### src/rtl/game_pkg.sv
// Shared types and widths for the dodge-game run-control logic.
package game_pkg;
    localparam int STATE_W = 3;
    localparam int SCORE_W = 32;
    localparam int TICK_W  = 24;
    localparam int LEVEL_W = 3;

    typedef enum logic [STATE_W-1:0] {
        RESET_HOLD = 3'd0,
        WAIT_START = 3'd1,
        RUN        = 3'd2,
        PAUSED     = 3'd3,
        OVER       = 3'd4
    } state_e;
endpackage

### src/rtl/btn_debounce.sv
// Button conditioner: 2-FF synchronizer, stable-count debouncer, one-cycle
// pulse on each debounced rising edge.
module btn_debounce #(
    parameter int DEBOUNCE = 500000
) (
    input  logic clk_i,
    input  logic rst_n_i,
    input  logic btn_i,
    output logic press_o
);
    localparam int CNT_W = (DEBOUNCE > 1) ? $clog2(DEBOUNCE) : 1;

    logic             sync1_q;
    logic             sync2_q;
    logic             stable_q;
    logic             press_q;
    logic [CNT_W-1:0] cnt_q;

    always_ff @(posedge clk_i or negedge rst_n_i) begin
        if (!rst_n_i) begin
            sync1_q  <= 1'b0;
            sync2_q  <= 1'b0;
            stable_q <= 1'b0;
            press_q  <= 1'b0;
            cnt_q    <= '0;
        end else begin
            sync1_q <= btn_i;
            sync2_q <= sync1_q;
            press_q <= 1'b0;
            // Any sample matching the accepted level restarts the run of differing samples.
            if (sync2_q == stable_q) begin
                cnt_q <= '0;
            end else if (cnt_q == CNT_W'(DEBOUNCE - 1)) begin
                stable_q <= sync2_q;
                press_q  <= sync2_q;
                cnt_q    <= '0;
            end else begin
                cnt_q <= cnt_q + CNT_W'(1);
            end
        end
    end

    assign press_o = press_q;
endmodule

### src/rtl/game_sequencer.sv
// Run-control FSM for the dodge game: start/pause/restart, game-over hold,
// high-score latch and score-driven speed level scheduling.
module game_sequencer
    import game_pkg::*;
#(
    parameter int                 RST_CYCLES  = 3,
    parameter int                 DEBOUNCE    = 500000,
    parameter int                 OVER_HOLD   = 25000000,
    parameter int                 LEVEL_STEP  = 10,
    parameter int                 MAX_LEVEL   = 7,
    parameter logic [TICK_W-1:0]  BASE_PERIOD = 24'd12500000,
    parameter logic [TICK_W-1:0]  PERIOD_STEP = 24'd1250000,
    parameter logic [TICK_W-1:0]  MIN_PERIOD  = 24'd2500000
) (
    input  logic               system_clk,
    input  logic               rst_n,
    input  logic               start,
    input  logic               collision,
    input  logic [SCORE_W-1:0] score,
    output logic               sub_rst,
    output logic               run,
    output logic               paused,
    output logic               game_over,
    output logic [LEVEL_W-1:0] level,
    output logic [TICK_W-1:0]  tick_period,
    output logic [SCORE_W-1:0] high_score,
    output logic [STATE_W-1:0] state_o
);
    localparam int HOLD_MAX = (OVER_HOLD > RST_CYCLES) ? OVER_HOLD : RST_CYCLES;
    localparam int CNT_W    = $clog2(HOLD_MAX + 1);

    logic               press;
    state_e             state_q, state_d;
    logic [CNT_W-1:0]   cnt_q, cnt_d;
    logic               sub_rst_q, run_q, paused_q, over_q;
    logic [LEVEL_W-1:0] level_q;
    logic [SCORE_W-1:0] next_thr_q;
    logic [SCORE_W-1:0] high_score_q;
    logic [TICK_W-1:0]  tick_q, tick_d;
    logic [TICK_W:0]    step_amt, period_diff;
    logic               rst_done, over_done;

    btn_debounce #(
        .DEBOUNCE (DEBOUNCE)
    ) u_start_db (
        .clk_i   (system_clk),
        .rst_n_i (rst_n),
        .btn_i   (start),
        .press_o (press)
    );

    assign rst_done  = (cnt_q == CNT_W'(RST_CYCLES - 1));
    assign over_done = (cnt_q == CNT_W'(OVER_HOLD));

    always_comb begin
        state_d = state_q;
        case (state_q)
            RESET_HOLD: if (rst_done) state_d = WAIT_START;
            WAIT_START: if (press) state_d = RUN;
            RUN: begin
                if (collision)  state_d = OVER;
                else if (press) state_d = PAUSED;
            end
            PAUSED:     if (press) state_d = RUN;
            OVER:       if (press && over_done) state_d = RESET_HOLD;
            default:    state_d = RESET_HOLD;
        endcase

        // Counter restarts on every state change and saturates at the OVER hold.
        cnt_d = cnt_q;
        if (state_d != state_q) begin
            cnt_d = '0;
        end else if (state_q == RESET_HOLD || (state_q == OVER && !over_done)) begin
            cnt_d = cnt_q + CNT_W'(1);
        end
    end

    // Extra top bit turns an oversized reduction into a visible borrow instead of a wrap.
    always_comb begin
        step_amt    = (TICK_W+1)'(level_q) * {1'b0, PERIOD_STEP};
        period_diff = {1'b0, BASE_PERIOD} - step_amt;
        tick_d      = period_diff[TICK_W-1:0];
        if (period_diff[TICK_W] || period_diff < {1'b0, MIN_PERIOD}) begin
            tick_d = MIN_PERIOD;
        end
    end

    always_ff @(posedge system_clk or negedge rst_n) begin
        if (!rst_n) begin
            state_q      <= RESET_HOLD;
            cnt_q        <= '0;
            sub_rst_q    <= 1'b1;
            run_q        <= 1'b0;
            paused_q     <= 1'b0;
            over_q       <= 1'b0;
            level_q      <= '0;
            next_thr_q   <= SCORE_W'(LEVEL_STEP);
            high_score_q <= '0;
            tick_q       <= BASE_PERIOD;
        end else begin
            state_q   <= state_d;
            cnt_q     <= cnt_d;
            sub_rst_q <= (state_d == RESET_HOLD);
            run_q     <= (state_d == RUN);
            paused_q  <= (state_d == PAUSED);
            over_q    <= (state_d == OVER);

            if (state_q == RUN && collision && score > high_score_q) begin
                high_score_q <= score;
            end

            if (state_q == RESET_HOLD) begin
                level_q    <= '0;
                next_thr_q <= SCORE_W'(LEVEL_STEP);
                tick_q     <= BASE_PERIOD;
            end else begin
                if (state_q == RUN && score >= next_thr_q && level_q < LEVEL_W'(MAX_LEVEL)) begin
                    level_q    <= level_q + LEVEL_W'(1);
                    next_thr_q <= next_thr_q + SCORE_W'(LEVEL_STEP);
                end
                tick_q <= tick_d;
            end
        end
    end

    assign sub_rst     = sub_rst_q;
    assign run         = run_q;
    assign paused      = paused_q;
    assign game_over   = over_q;
    assign level       = level_q;
    assign tick_period = tick_q;
    assign high_score  = high_score_q;
    assign state_o     = state_q;
endmodule

### config.mk
export PLATFORM = sky130hd
export DESIGN_NAME = game_sequencer
export DESIGN_NICKNAME = d
export VERILOG_FILES = /design/src/rtl/game_pkg.sv /design/src/rtl/btn_debounce.sv /design/src/rtl/game_sequencer.sv
export SDC_FILE = /design/constraint.sdc
export NUM_CORES = 1
export LEC_CHECK = 0
export CAP_MARGIN = 15
export CORE_MARGIN = 2
export CORE_UTILIZATION = 40
export CTS_CLUSTER_SIZE = 10
export DETAILED_ROUTE_END_ITERATION = 7
export PLACE_DENSITY_LB_ADDON = 0.3
export SYNTH_ARGS = -nofsm -noshare
export SYNTH_HDL_FRONTEND = slang
export SYNTH_SLANG_ARGS = --single-unit
### constraint.sdc
create_clock -name system_clk -period 6.65 [get_ports system_clk]
set_clock_uncertainty 0.1 [all_clocks]
set_input_delay 1.33 -clock system_clk [delete_from_list [all_inputs] [get_ports system_clk]]
set_output_delay 1.33 -clock system_clk [all_outputs]
set_load 0.01 [all_outputs]
# Yosys cells after proc, flatten, opt, wreduce, memory -nomap -nowiden
# Cells that the tools add are included.
dict set report op_classes {
  magnitude_cmp 4
  bitwise 1
  n_mux 18
  eq_ne 12
  reduce_logical 15
  multipliers 1
  n_addsub 5
}
# cell count
set op_table {}
lappend op_table {{two-way mux 32 bit} 2}
lappend op_table {{two-way mux 25 bit} 2}
lappend op_table {{two-way mux 24 bit} 2}
lappend op_table {{two-way mux 19 bit} 2}
lappend op_table {{adder 32 x 4 -> 32 bit, second input constant} 1}
lappend op_table {{greater-or-equal comparator 32 bit} 1}
lappend op_table {{> comparator 32 bit} 1}
lappend op_table {{adder 25 x 1 -> 25 bit, second input constant} 1}
lappend op_table {{equality test 25 x 2 -> 1 bit, second input constant} 1}
lappend op_table {{equality test 25 bit, second input constant} 1}
lappend op_table {{less-than comparator 25 x 22 -> 1 bit, second input constant} 1}
lappend op_table {{subtractor 24 x 24 -> 25 bit, first input constant} 1}
lappend op_table {{two-way mux 3 bit} 7}
lappend op_table {{multiplier 3 x 17 -> 20 bit, second input constant} 1}
lappend op_table {{adder 19 x 1 -> 19 bit, second input constant} 1}
lappend op_table {{equality test 19 bit, second input constant} 1}
lappend op_table {{equality test 3 x 2 -> 1 bit, second input constant} 4}
lappend op_table {{case mux 3 bit (4 select lines)} 1}
lappend op_table {{equality test 3 bit, second input constant} 2}
lappend op_table {{logical AND 1 bit} 6}
lappend op_table {{zero test 3 bit} 2}
lappend op_table {{nonzero test 2 bit} 2}
lappend op_table {{adder 3 x 1 -> 3 bit, second input constant} 1}
lappend op_table {{equality test 3 x 1 -> 1 bit, second input constant} 1}
lappend op_table {{9 further kinds} 11}
dict set report totals {
  reg_bits 146
  input_bits 36
  word_cells 71
}

# Longest topological paths before layout
# Gate-level depths: netlist of run 1.
dict set report depth {
  word_depth 6
  mapped_depth 18
  mapped_depth_nobuf 14
}

# By module
# From an unflattened synthesis of run 1, not the netlist that was laid out.
dict set report hier_totals {
  cells_unflattened 932
  area_unflattened_um2 8886.0
}
# mod n_inst cells_each area_each_um2 seq_area_each_um2
set modules_own_cells {}
lappend modules_own_cells {game_sequencer 1 822 7767.4 2971.6}
lappend modules_own_cells {btn_debounce 1 110 1118.6 575.6}

# Worst setup path after synthesis of run 1
# Ideal clock, no wire load.
dict set report synth_path {
  path_kind {register to register}
  start {register level_q[0], in the netlist level[0]}
  end {register tick_q[14], in the netlist tick_period[14]}
  path_slack_ps 1788
  n_path_buf 4
  setup_time_ps 137
  stages_incl_launch_ff 19
  t_arrival_ps 4625
  synth_period_minus_slack_ps 4862
  cell_sequence {dfrtp_1 > clkbuf_1 > buf_1 > inv_1 > ha_1 > clkbuf_1 > inv_1 > ha_1 > fa_1 > buf_2 > xnor2_1 > nand3b_1 > xnor2_1 > xnor2_1 > o21ai_0 > nor4_1 > o22ai_2 > a211oi_4 > nor3_1}
}
dict set report synth_between {
  elab_chain_len 6
}
# element line_no
set synth_rtl {}
lappend synth_rtl {{start, declared} game_sequencer.sv:36} ;# logic [LEVEL_W-1:0] level_q;
lappend synth_rtl {{start signal, assigned} game_sequencer.sv:118} ;# level_q <= level_q + LEVEL_W'(1);
lappend synth_rtl {{multiplier 3 x 17 -> 20 bit *} game_sequencer.sv:80} ;# step_amt = (TICK_W+1)'(level_q) * {1'b0, PERIOD_STEP};
lappend synth_rtl {{subtractor 24 x 24 -> 25 bit *} game_sequencer.sv:81} ;# period_diff = {1'b0, BASE_PERIOD} - step_amt;
lappend synth_rtl {{less-than comparator 25 x 22 -> 1 bit} game_sequencer.sv:83} ;# if (period_diff[TICK_W] || period_diff < {1'b0, MIN_PERIOD}) begin
lappend synth_rtl {{logical OR 1 bit} game_sequencer.sv:83}
lappend synth_rtl {{two-way mux 24 bit *} game_sequencer.sv:83}
lappend synth_rtl {{two-way mux 24 bit *} game_sequencer.sv:112} ;# if (state_q == RESET_HOLD) begin
lappend synth_rtl {{end signal, assigned} game_sequencer.sv:121} ;# tick_q <= tick_d;
lappend synth_rtl {{end, declared} game_sequencer.sv:39} ;# logic [TICK_W-1:0] tick_q, tick_d;
# Mark *: on every way between the ends. The rest lies on a longest branch, timed or not.
# A chain may end at the register's enable or synchronous reset.

# Worst setup path in the final report of run 1
dict set report layout_path {
  start {register level_q[0], in the netlist level[0]}
  end {register tick_q[6], in the netlist tick_period[6]}
}
# Same word-level chain as after synthesis.

==> results of run 1 <==
layout make-up:
class / instances / share of cell area, %
timing repair buffer: 112 / 8.63
clock buffer: 18 / 3.49
inverter: 81 / 2.42
multi-input combinational: 959 / 52.2
sequential: 141 / 28.2
clock inverter: 14 / 1.66
tap: 335 / 3.33
power groups by stage:
stage	combinational, µW	sequential, µW	clock (µW)
after global routing	101	862	1120
after detailed placement	90.7	878	0
after global placement	89.8	878	0
final	90.2	862	1060
after floorplan	31.3	878	0
after CTS	91.6	862	1080
routing by layer:
metal / vias up / part of all wire [%]
met2: 270 / 46
met3: 11 / 4.8
met4: 0 / 0.67
met5: - / 0
li1: 4687 / -
met1: 4621 / 48
per-stage QoR:
| stage | cell area (µm²) | hold slack, ns |
|---|---|---|
| global placement | 11900 | 0.242 |
| CTS | 12600 | 0.263 |
| detailed placement | 11900 | 0.245 |
| global route | 12600 | 0.268 |
| floorplan | 10700 | 0.231 |
| finish | 12600 | 0.265 |
worst max-delay path, cell delays in order, from the launching register on:
cell,delay (ns)
dfrtp_1,0.33
buf_4,0.29
inv_1,0.23
ha_1,0.51
inv_1,0.21
ha_1,0.30
fa_1,0.55
xnor2_1,0.53
nand3b_1,0.30
xnor2_1,0.21
xnor2_1,0.21
o21ai_0,0.13
nor4_1,0.41
o22ai_2,0.16
a211oi_4,0.42
nor3_1,0.11
path summary, 6_finish.rpt:
path	endpoint	slack, ns	depth (start not counted)
hold / removal	u_start_db.sync2_q	0.26	0
min in group asynchronous	high_score[27]	0.84	1
max in group asynchronous	next_thr_q[15]	4.27	2
setup reg to reg	tick_period[6]	1.50	15
setup / recovery	tick_period[6]	1.50	15
hold reg to reg	u_start_db.sync2_q	0.26	0
state kept, by name (all words and copies together), names as in the netlist, 3 cells and up:
register / flops
u_start_db.cnt_q: 19
tick_period: 20
cnt_q: 25
state_o: 3
level: 3
next_thr_q: 31
high_score: 32
kinds of logic (layout without fill, tap and decap cells):
logic type | count (synthesis) | in the layout | share of synthesized area [%]
AND/OR/NAND/NOR | 518 | 518 | 24.0
AO/OA/AOI/OAI | 260 | 260 | 18.8
buffers and inverters | 162 | 225 | 5.90
flip-flops | 141 | 141 | 33.2
adder cells (fa/ha/maj) | 82 | 82 | 9.68
XOR/XNOR | 66 | 66 | 5.63
multiplexers | 29 | 29 | 2.74
other | 1 | 4 | 0.0351
placed cells by master, fill, tap and decap left out, types with 4 or more instances in the layout:
| master | n |
|---|---|
| nand2_1 | 158 |
| conb_1 | 4 |
| a31oi_1 | 7 |
| dfstp_2 | 15 |
| nand4_1 | 24 |
| a211o_1 | 5 |
| o311a_1 | 33 |
| a21o_1 | 25 |
| xor2_1 | 33 |
| a21oi_1 | 48 |
| clkbuf_16 | 17 |
| o21ai_1 | 7 |
| and2_1 | 7 |
| a211oi_1 | 7 |
| and3_1 | 18 |
| mux2i_1 | 27 |
| o21a_1 | 14 |
| nand3_1 | 110 |
| bufinv_16 | 4 |
| buf_4 | 15 |
| dfrtp_1 | 126 |
| inv_1 | 81 |
| or4_1 | 39 |
| and4_1 | 8 |
| nand2b_1 | 4 |
| o21ai_0 | 13 |
| nor4_1 | 12 |
| nor3_1 | 29 |
| nor2_1 | 81 |
| o211ai_1 | 37 |
| nor2b_1 | 8 |
| clkinv_4 | 6 |
| o31ai_1 | 13 |
| clkdlybuf4s50_1 | 96 |
| ha_1 | 81 |
| xnor2_1 | 30 |
==> reports/qor.csv, run 1 <==
stage,metric,value,unit
status,status,"finished, violations left",
status,failing checks,design-rule violations,
yosys,Syn. warnings,0,
clock_tree,CTS tree,built,
global_route,grt ovf,0,
timing,setup ws final,1.50,ns
clock_tree,Clock Pin Slew Worst Setup and Hold Paths,0.06,ns
worst_setup_path,CP Max Fanout,23,
clock_tree,Sink Count,141,
clock_tree,cts bufs inserted,17,
place,Placer Congestion,0.873,
finish,multi-input logic area,6570,µm²
yosys,"Avg Cell Area, Syn",8.48,µm²
finish,register area,3550,µm²
die,Chip Width,167,µm
yosys,Synth cell types,91,
worst_setup_path,Crit Path Category,flop to flop,
timing,Worst-Margin Slew,1.00,ns
global_route,initial antenna violation count,0,
finish,Layout area overhead,17.8,%
die,io pins,102,
die,starting density of the core,40.8,%
clock_tree,Resize count post-CTS,0,
detailed_routing,wire per inst,17.1,µm
finish,ANT cells,0,
detailed_routing,routed vias/inst,5.78,
yosys,Cells after Synth,1259,
clock_tree,H-Tree Depth,4,
yosys,most frequent cell after synthesis,nand2_1,
place,DP Worst Slack,1.57,ns
hold_path,HP Start,u_start_db.sync1_q,
worst_setup_path,startpoint class of the critical path,flop,
clock_tree,clock buffer depth,2,
clock_tree,hold_buf cts,0,
hold_path,HP Class,flop to flop,
timing,Final Hold Fails,0,
timing,RSZ-0062 raised after global routing,no,
place,IO buf count,97,
finish,Final Non-Filler Cells,1660,
detailed_routing,DRT iter0 DRCs,925,
pwr,total power,2010,µW
timing,Max transition margin,33.1,%
worst_setup_path,required time of the worst setup path,6.84,ns
global_route,gr usage total,20.5,%
yosys,"area leader, netlist",dfrtp_1,
die,overall die area,28000,µm²
global_route,met3 Usage GRT,3.12,%
finish,Nets,1430,
pwr,sequential group share of total power,42.9,%
detailed_routing,post-route ant nets,0,
detailed_routing,drt pass-1 iters,8,
flow_run,Max Cap Violations,0,
worst_setup_path,Reg-to-Reg Start,level[0],
worst_setup_path,Critical Path Start,level[0],
yosys,sequential share of the synthesized area,33.2,%
timing,"Slew Viols, Final",0,
pwr,power per cell area,160,nW/µm²
pwr,VDD IR max,0.134,mV
pwr,P_int,1540,µW
pwr,Leak,0.00662,µW
die,Core Rows,59,
pwr,sw frac,23.2,%
detailed_routing,DRC,12,
yosys,commonest cells in the netlist,"nand2_1 (158), dfrtp_1 (126), nand3_1 (110)",
place,final HPWL from detailed placement,19500,µm
global_route,pin count of the biggest net entering global routing,81,
timing,Final Critical Period,5.15,ns
yosys,"Top FF cell, synth",dfrtp_1,
timing,Final setup violation count,0,
global_route,grt met1 use,29.2,%
global_route,GRT Max-Usage Layer,met2,
global_route,M2 GR Usage,32.9,%
yosys,number of flops mapped to enable cells by yosys,0,
clock_tree,worst skew pair latency,0.43,ns
clock_tree,root buffer cell,clkbuf_16,
detailed_routing,Vias,9589,
yosys,Area contributors post-synth,"dfrtp_1 (30%), ha_1 (9.5%), nand2_1 (5.6%), nand3_1 (5.2%), dfstp_2 (3.7%)",
finish,share of layout cells above drive strength 1,7.40,%
finish,Filler Cell Count,2474,
global_route,number of global-route vias before repair,9234,
timing,FMAX,194,MHz
timing,period utilization,77.5,%
pwr,combinational power share,4.5,%
worst_setup_path,Worst EP arrival,5.34,ns
yosys,"flops & latches, synth",141,
yosys,async set-reset flop share out of synthesis,100,%
pwr,Psw,466,µW
yosys,synthesized cell area,10700,µm²
detailed_routing,Total Wirelength,28400,µm
die,Die Y,167,µm
global_route,first-pass GRT wire length,47500,µm
timing,setup TNS,0,ns
die,core area,26100,µm²
pwr,clock power share,52.6,%
clock_tree,post-CTS setup buffers,0,
finish,Final Core Density,48.1,%
yosys,Yosys top cell area share,29.5,%
place,placed cells,1628,
worst_setup_path,Worst setup EP type,flop,
Power figures use the tool's default switching activity.
==> run 2: changes to the inputs <==
==> constraint.sdc (replaced) <==
create_clock -name system_clk -period 5.05 [get_ports system_clk]
set_clock_uncertainty 0.1 [all_clocks]
set_input_delay 1.01 -clock system_clk [delete_from_list [all_inputs] [get_ports system_clk]]
set_output_delay 1.01 -clock system_clk [all_outputs]
set_load 0.01 [all_outputs]
==> reports/qor.csv, run 2 (synthesis results as in run 1) <==
stage,metric,value,unit,change
status,status,"finished, violations left",,
status,failing checks,design-rule violations,,
timing,Final setup violation count,0,,unchanged
timing,setup ws final,0.725,ns,-0.772 ns
worst_setup_path,Worst EP arrival,4.55,ns,-0.79 ns
clock_tree,Sink Count,141,,unchanged
worst_setup_path,r2r endpoint,tick_period[14],,
worst_setup_path,Worst R2R Setup Slack,0.72,ns,-0.77 ns
detailed_routing,drt pass-1 iters,8,,unchanged
global_route,pin count of the biggest net entering global routing,75,,-7.4%
finish,Layout area overhead,17.8,%,about the same
place,final HPWL from detailed placement,20400,µm,+4.4%
clock_tree,clock buffer depth,2,,unchanged
place,Placer Congestion,0.897,,+2.7%
hold_path,HP Class,flop to flop,,
finish,post-route cell area,12600,µm²,about the same
finish,max reg flops,32,,unchanged
pwr,Leak,0.00662,µW,about the same
detailed_routing,Total Wirelength,29200,µm,+3.0%
clock_tree,hold_buf cts,0,,unchanged
detailed_routing,routed vias/inst,5.87,,+1.6%
die,io pins,102,,unchanged
die,starting density of the core,40.8,%,unchanged
clock_tree,cts bufs inserted,17,,unchanged
worst_setup_path,CP Max Fanout,11,,-52%
worst_setup_path,startpoint class of the critical path,flop,,
die,Chip Width,167,µm,unchanged
global_route,first-pass GRT wire length,49100,µm,+3.5%
finish,"most common cell after layout, fill and taps aside",nand2_1,,
finish,share of layout cells above drive strength 1,7.93,%,+0.53 points
worst_setup_path,Worst setup EP type,flop,,
finish,ANT cells,0,,unchanged
pwr,VDD IR max,0.127,mV,-5.0%
timing,Worst-Margin Slew,1.02,ns,+0.0155 ns
worst_setup_path,slowest CP cell,fa_1,,
clock_tree,Resize count post-CTS,0,,unchanged
global_route,number of global-route vias before repair,9612,,+4.1%
hold_path,Worst Hold End,u_start_db.sync2_q,,
global_route,grt ovf,0,,unchanged
timing,period utilization,85.6,%,+8.2 points
finish,Nets,1442,,+0.84%
detailed_routing,Vias,9809,,+2.3%
worst_setup_path,CP peak stage delay,0.53,ns,-0.02 ns
worst_setup_path,Buffers & Inverters on Critical Path,1,,-2
worst_setup_path,R2R depth,13,,-2
clock_tree,root buffer cell,clkbuf_16,,
timing,setup TNS,0,ns,unchanged
place,DP Worst Slack,0.562,ns,-1.01 ns
clock_tree,worst skew pair latency,0.43,ns,about the same
timing,RSZ-0062 raised after global routing,no,,
worst_setup_path,CP top delay family,adder cells,,
die,overall die area,28000,µm²,unchanged
clock_tree,Clock Pin Slew Worst Setup and Hold Paths,0.06,ns,about the same
finish,most frequent cells in the layout,"nand2_1 (158), dfrtp_1 (126), nand3_1 (110)",,
die,Core Rows,59,,unchanged
timing,Max transition margin,32.1,%,-1.0 points
flow_run,Max Cap Violations,0,,unchanged
clock_tree,post-CTS setup buffers,0,,unchanged
detailed_routing,post-route ant nets,0,,unchanged
hold_path,HP Start,u_start_db.sync1_q,,
timing,FMAX,231,MHz,+19%
clock_tree,H-Tree Depth,4,,unchanged
detailed_routing,DRT iter0 DRCs,883,,-4.5%
hold_path,Worst Hold Depth,0,,unchanged
detailed_routing,DRC,12,,unchanged
detailed_routing,wire per inst,17.5,µm,+2.3%
place,IO buf count,97,,unchanged
timing,"Slew Viols, Final",0,,unchanged
timing,Final Hold Fails,0,,unchanged
place,Post-DP Area,12000,µm²,+0.86%
timing,Fin Hold WS,0.253,ns,-0.0114 ns
clock_tree,CTS tree,built,,
worst_setup_path,required time of the worst setup path,5.28,ns,-1.56 ns
timing,Final Critical Period,4.33,ns,-0.828 ns
worst_setup_path,Crit Path Category,flop to flop,,
worst_setup_path,Reg-to-Reg Start,level[0],,
global_route,gr usage total,21.2,%,+0.73 points
pwr,power per cell area,195,nW/µm²,+22%
worst_setup_path,crit-path most repeated cell,ha_1,,
die,core area,26100,µm²,unchanged
die,Die Y,167,µm,unchanged
global_route,initial antenna violation count,0,,unchanged
worst_setup_path,worst-path cell chain,buf_4 -> ha_1 -> ha_1 -> fa_1 -> xnor2_1 -> nand3b_1 -> nor3b_2 -> a221oi_1 -> mux2_1 -> o211ai_1 -> a211oi_2 -> a211oi_4 -> nor3_1,,
==> run 2: report_power, final <==
group	switching [µW]	internal [µW]
clock network	510	689
registers	2.52	1130
logic	73.6	46.1
==> run 2: worst max path at each step <==
stage	startpoint	endpoint	slack (ns)	cells past startpoint
after floorplan	level[0]	tick_period[14]	0.19	18
after global placement	score[1]	level[1]	0.69	11
after detailed placement	score[1]	level[1]	0.56	11
after CTS	level[0]	tick_period[14]	0.75	13
after global routing	level[0]	tick_period[14]	0.41	13
final	level[0]	tick_period[14]	0.72	13
==> run 2: cell type report <==
type | instances | area [µm²]
repair buffers | 124 | 1190
flip-flops and latches | 141 | 3550
clock buffers | 22 | 454
multi-input cells | 959 | 6570
inverters | 81 | 304
fillers | 2491 | 13600
well taps | 335 | 419
clock inverters | 10 | 92.6
==> run 2: through the flow <==
step,total power [µW],instances,utilization (%)
floorplan,1200,1262,-
global placement,1280,1640,46.0
detailed placement,1280,1640,46.0
CTS,2480,1672,48.1
global route,2550,1672,48.1
finish,2450,1672,48.1
==> run 2: per-layer routing <==
metal  track usage (%)  vias up  wire [µm]
met5                 0        -          0
met4              5.22        0        374
met3              4.14       37       1850
met2              34.6      328      13600
met1              29.1     4744      13400
li1                  -     4700          -
